### src/rtl/line_buf_pkg.sv
// Shared definitions for the line-delay sequencer and the line-delay block.
package line_buf_pkg;

    localparam int ADDR_W_DEF = 12;
    localparam int TAPS_DEF   = 4;

    typedef enum logic [1:0] {
        SEARCH,
        MEASURE,
        VERIFY,
        LOCKED
    } lb_state_e;

endpackage

### src/rtl/line_buf_ctrl_sync_edge_det.sv
// Input register for a sync signal: normalises polarity to active-high and
// produces a one-cycle pulse when the registered signal becomes active.
module sync_edge_det #(
    parameter bit POL = 1'b1
) (
    input  logic clk,
    input  logic rst,
    input  logic sig_in,
    output logic rise
);

    logic sig_q, sig_d;
    logic prev_q, prev_d;

    // Normalise to active-high on the way in and keep one cycle of history.
    always_comb begin
        sig_d  = (sig_in == POL);
        prev_d = sig_q;
    end

    // Input register plus history register.
    always_ff @(posedge clk or negedge rst) begin
        if (!rst) begin
            sig_q  <= 1'b0;
            prev_q <= 1'b0;
        end else begin
            sig_q  <= sig_d;
            prev_q <= prev_d;
        end
    end

    assign rise = sig_q & ~prev_q;

endmodule

### src/rtl/line_buf_ctrl.sv
// Address sequencer for the four-tap BRAM line-delay chain: measures the
// line period from hsync, locks onto it, free-runs the shared address, and
// tracks how many active lines are already stored in the delays.
module line_buf_ctrl
    import line_buf_pkg::*;
#(
    parameter int ADDR_W     = ADDR_W_DEF,
    parameter int TAPS       = TAPS_DEF,
    parameter int LOCK_LINES = 2,
    parameter bit HS_POL     = 1'b1,
    parameter bit VS_POL     = 1'b1
) (
    input  logic              clk,
    input  logic              rst,
    input  logic              hsync_in,
    input  logic              vsync_in,
    input  logic              de_in,
    output logic [ADDR_W-1:0] addr,
    output logic              stat,
    output logic              locked,
    output logic [ADDR_W-1:0] htotal,
    output logic [ADDR_W-1:0] line_idx,
    output logic              win_valid,
    output logic              ovf
);

    localparam int MATCH_W = (LOCK_LINES > 1) ? $clog2(LOCK_LINES) + 1 : 1;
    localparam logic [ADDR_W-1:0]  A_ONE   = ADDR_W'(1);
    localparam logic [ADDR_W-1:0]  TAPS_A  = ADDR_W'(TAPS);
    localparam logic [MATCH_W-1:0] M_ONE   = MATCH_W'(1);
    localparam logic [MATCH_W-1:0] LOCK_M1 = MATCH_W'(LOCK_LINES - 1);

    logic hs_edge, vs_edge;

    logic              de_q, de_d, de_prev_q, de_prev_d;
    logic [ADDR_W-1:0] cnt_q, cnt_d, cnt_inc;
    logic              ovf_q, ovf_d, ovf_evt;
    lb_state_e         state_q, state_d;
    logic [MATCH_W-1:0] match_q, match_d;
    logic [ADDR_W-1:0] htotal_q, htotal_d;
    logic [ADDR_W-1:0] addr_q, addr_d;
    logic [ADDR_W-1:0] act_q, act_d;
    logic              hold_q, hold_d;
    logic              de_fall, lose;

    sync_edge_det #(.POL(HS_POL)) u_hs_det (
        .clk    (clk),
        .rst    (rst),
        .sig_in (hsync_in),
        .rise   (hs_edge)
    );

    sync_edge_det #(.POL(VS_POL)) u_vs_det (
        .clk    (clk),
        .rst    (rst),
        .sig_in (vsync_in),
        .rise   (vs_edge)
    );

    // Period counter restarts on each hsync edge; running into all-ones
    // without an edge means hsync has gone away.
    always_comb begin
        cnt_inc   = cnt_q + A_ONE;
        cnt_d     = hs_edge ? '0 : cnt_inc;
        ovf_evt   = (cnt_q == '1) && !hs_edge;
        ovf_d     = ovf_evt;
        de_d      = de_in;
        de_prev_d = de_q;
        de_fall   = de_prev_q & ~de_q;
    end

    // Lock FSM: measure one line, then require matching lines before trusting it.
    always_comb begin
        state_d  = state_q;
        htotal_d = htotal_q;
        match_d  = match_q;
        if (ovf_evt) begin
            state_d = SEARCH;
            match_d = '0;
        end else if (hs_edge) begin
            unique case (state_q)
                SEARCH: state_d = MEASURE;
                MEASURE: begin
                    htotal_d = cnt_inc;
                    match_d  = '0;
                    state_d  = VERIFY;
                end
                VERIFY: begin
                    if (cnt_inc == htotal_q) begin
                        match_d = match_q + M_ONE;
                        if (match_d >= LOCK_M1) begin
                            state_d = LOCKED;
                        end
                    end else begin
                        htotal_d = cnt_inc;
                        match_d  = '0;
                    end
                end
                LOCKED: begin
                    if (cnt_inc != htotal_q) begin
                        htotal_d = cnt_inc;
                        match_d  = '0;
                        state_d  = VERIFY;
                    end
                end
                default: state_d = SEARCH;
            endcase
        end
    end

    // Free-running modulo-htotal address once locked; otherwise track the counter.
    always_comb begin
        if (state_q == LOCKED) begin
            addr_d = (addr_q == htotal_q - A_ONE) ? '0 : addr_q + A_ONE;
        end else begin
            addr_d = cnt_d;
        end
    end

    // Active-line count: vsync restarts it, a lock loss zeroes and freezes it
    // until the next frame so a stale window is never reported.
    always_comb begin
        act_d  = act_q;
        hold_d = hold_q;
        lose   = (state_q == LOCKED) && (state_d != LOCKED);
        if (lose) begin
            act_d  = '0;
            hold_d = 1'b1;
        end else if (vs_edge) begin
            act_d  = '0;
            hold_d = 1'b0;
        end else if (de_fall && !hold_q && (act_q != '1)) begin
            act_d = act_q + A_ONE;
        end
    end

    // State registers.
    always_ff @(posedge clk or negedge rst) begin
        if (!rst) begin
            de_q      <= 1'b0;
            de_prev_q <= 1'b0;
            cnt_q     <= '0;
            ovf_q     <= 1'b0;
            state_q   <= SEARCH;
            match_q   <= '0;
            htotal_q  <= '0;
            addr_q    <= '0;
            act_q     <= '0;
            hold_q    <= 1'b0;
        end else begin
            de_q      <= de_d;
            de_prev_q <= de_prev_d;
            cnt_q     <= cnt_d;
            ovf_q     <= ovf_d;
            state_q   <= state_d;
            match_q   <= match_d;
            htotal_q  <= htotal_d;
            addr_q    <= addr_d;
            act_q     <= act_d;
            hold_q    <= hold_d;
        end
    end

    assign addr      = addr_q;
    assign stat      = de_q;
    assign locked    = (state_q == LOCKED);
    assign htotal    = htotal_q;
    assign line_idx  = act_q;
    assign ovf       = ovf_q;
    assign win_valid = locked & de_q & (act_q >= TAPS_A);

endmodule

### config.mk
export PLATFORM = sky130hd
export DESIGN_NAME = line_buf_ctrl
export DESIGN_NICKNAME = d
export VERILOG_FILES = /design/src/rtl/line_buf_pkg.sv /design/src/rtl/line_buf_ctrl_sync_edge_det.sv /design/src/rtl/line_buf_ctrl.sv
export SDC_FILE = /design/constraint.sdc
export NUM_CORES = 1
export LEC_CHECK = 0
export BUFFER_PORTS_ARGS = -buffer_cell sky130_fd_sc_hd__buf_2
export CORE_ASPECT_RATIO = 0.9
export CORE_MARGIN = 2
export CORE_UTILIZATION = 34
export CTS_CLUSTER_DIAMETER = 120
export DETAILED_ROUTE_END_ITERATION = 6
export GPL_TIMING_DRIVEN = 0
export HOLD_SLACK_MARGIN = 0.06
export PLACE_DENSITY = 0.51
export SETUP_SLACK_MARGIN = 0.4
export SLEW_MARGIN = 20
export SYNTH_ARGS = -nofsm -noshare
export SYNTH_HDL_FRONTEND = slang
export SYNTH_SLANG_ARGS = --single-unit
export TNS_END_PERCENT = 100
### constraint.sdc
create_clock -name clk -period 3.8 [get_ports clk]
set_clock_uncertainty 0.1 [all_clocks]
set_input_delay 0.57 -clock clk [delete_from_list [all_inputs] [get_ports clk]]
set_output_delay 0.57 -clock clk [all_outputs]
set_load 0.02 [all_outputs]
==> out/metrics.yaml <==
max_slew.worst_pin.slew_ns: 0.7040
start_util_pct: 35.15
cts_made_buffers: 9
drive_above_1_share_pct: 19.73
grt_max_degree: 34
route.detailed.drc: 0
grt_pass1_vias: 2822
grt_usage_pct: 16.83
setup_viol: 0
ys_seq_area_share_pct: 41.34
dieArea_mm2: 0.01153
finish.net_count: 451
hp-class: "in2async"
cts.clk_slew.worst_paths_ns: 0.06
path_delay_family: "buffers and inverters"
path_cells: "clkbuf_1, inv_1, ha_1, nor4b_4, xnor2_1, and3_1, o21ai_0, a22oi_1, a41o_1, clkbuf_1, o22ai_1"
dr.pass1.iters: 4
fin_cells: 570
mostFrequentLayoutCell: "dfrtp_1"
fmax_ghz: 0.3172
post-route-util_pct: 41.90
drt_wl_total_um: 9134
syn_nets: 395
syn_area_mm2: 0.003632
whs_ns: 0.07323
clock_latency_ns: 0.32
hpwl_um: 6809
p_leak_nw: 2.028
antenna_found_initial: 0
cts_setup_buffers: 0
io_buffers: 44
num_io_pins: 45
rsz0062_at_grt: "no"
antenna_cells: 0
cap_violations: 0
detail-route-antenna-nets: 0
via_count: 2909
ys_top_cells_by_area: "dfrtp_1 41%, xnor2_1 7.2%, xor2_1 6.3%"
power_density_mw_per_mm2: 571.2
fp-row-count: 35
die_x_um: 113.0
clock_sinks: 60
ir_drop_v: 0.0002446
status: "finished, final reports clean"
drv_slew: 0
min_period_over_period_pct: 82.95
finalHoldViolCount: 0
synth_edf_count: 0
cp.depth: 11
ys_ff_latch: 60
syn_area_per_cell_um2: 9.559
die_height_um: 102.1
gp_congestion: 0.8556
arrival_ns: 3.22
htreeDepth: 3
regToRegSetupSlack_ns: 0.65
worstSetupPathType: "reg2reg"
fin_tns_setup_ns: 0
final_cell_mix: "60 x dfrtp_1, 44 x buf_2, 35 x nor2_1"
grt_overflow: 0
cts_tree: "yes"
slew_headroom_pct: 53.07
synthArstFlopShare_pct: 100.0
grt_pass1_wl_um: 15090
drt_iter0_drc: 153
wl_per_cell_um: 16.02
cpMaxStageDelayCell: "clkbuf_1"
synth_top_area_cell: "dfrtp_1"
end_kind: "flop"
yosysWarningCount: 0
root_buffer: "clkbuf_16"
syn2layout_area_growth_pct: 19.22
clk_path_buf_depth: 2
path_max_fanout: 10
synthCells: 380
synthFlopType: "dfrtp_1"
netlist.area_leader.share_pct: 41.34
placed_cell_area_mm2: 0.004036
core_area_mm2: 0.01033
max_stage_delay_ns: 0.46
cp-start-kind: "flop"
via_per_inst: 5.104
fin_crit_ns: 3.152
synth_cell_type_count: 55
stdcell_area_mm2: 0.004330
reg2reg_depth: 11
required_ns: 3.87
place_inst: 554
crit_top_cell: "clkbuf_1"
path_buf_inv: 3
==> metrics by stage <==
stage | total power, W | worst slack [ns]
2_1_floorplan | 0.001439 | 1.173
3_3_place_gp | 0.001669 | 0.5462
3_5_place_dp | 0.001685 | 0.5587
4_1_cts | 0.002486 | 0.5529
5_1_grt | 0.002630 | 0.4112
6_report | 0.002474 | 0.6479
==> worst reg2reg max path, stage by stage, from the launching register on <==
cell,delay (ns)
dfrtp_1,0.37
clkbuf_1,0.22
inv_1,0.13
ha_1,0.27
nor4b_4,0.42
xnor2_1,0.17
and3_1,0.17
o21ai_0,0.09
a22oi_1,0.23
a41o_1,0.24
clkbuf_1,0.46
o22ai_1,0.15
==> cell families (layout without fill, tap and decap cells) <==
| kind of cell | count (synthesis) | count (layout) | share of synthesized area (%) |
|---|---|---|---|
| xor+xnor | 58 | 58 | 14.74 |
| mux | 13 | 13 | 3.582 |
| fa+ha+maj | 10 | 10 | 3.445 |
| buf+inv | 44 | 105 | 5.339 |
| flops | 60 | 60 | 41.34 |
| compound gates | 53 | 53 | 9.887 |
| simple gates | 142 | 142 | 21.67 |
==> final cells by class <==
class	count	area, um^2
tap	129	161.4
clock inverter	5	52.55
fill	1035	6005
clock buffer	11	232.7
sequential	60	1501
multi-input combinational	276	1946
timing repair buffer	45	242.7
buffer	21	107.6
inverter	23	86.33
==> synthesized netlist by cell type, drive strengths merged, types with 13 or more instances <==
| cell | number |
|---|---|
| nand3 | 20 |
| o22ai | 13 |
| dfrtp | 60 |
| xnor2 | 30 |
| nor3 | 19 |
| mux2i | 13 |
| clkbuf | 15 |
| inv | 23 |
| nor2 | 35 |
| nand2 | 25 |
| xor2 | 26 |
| o21ai | 13 |
==> registers in the layout, indices dropped and copies added (netlist names), 2 cells and up <==
name      flops
addr         12
line_idx     12
cnt_q        12
htotal       12
match_q       2
state_q       2
==> layer usage <==
| layer | global-route usage (%) | up-vias | share of wire [%] |
|---|---|---|---|
| met5 | 0 | - | 0 |
| met3 | 3.321 | 5 | 3.2 |
| li1 | - | 1428 | - |
| met4 | 4.221 | 0 | 0.53 |
| met1 | 24.81 | 1425 | 52 |
| met2 | 25.53 | 51 | 44 |
==> power breakdown <==
group | leakage (nW) | internal [W] | switching (W)
sequential | 0.802 | 0.000722 | 0.000100
clock | 0.139 | 0.000504 | 0.000285
combinational | 1.09 | 0.000338 | 0.000526
==> final timing paths <==
check | start | end
max in group asynchronous | rst | line_idx[9]
min reg2reg | u_vs_det.prev_d | u_vs_det.prev_q
min in group clk | de_in | stat
max | htotal[0] | addr[9]
max reg2reg | htotal[0] | addr[9]
min | rst | htotal[5]
==> repair_timing <==
action                                  4_1_cts  5_1_grt
endpoints found under the setup margin        0       10
hold endpoints to repair                      0        0
hold buffers                                  0        0
resized for setup                             0        1
(Power assumes the default switching activity.)
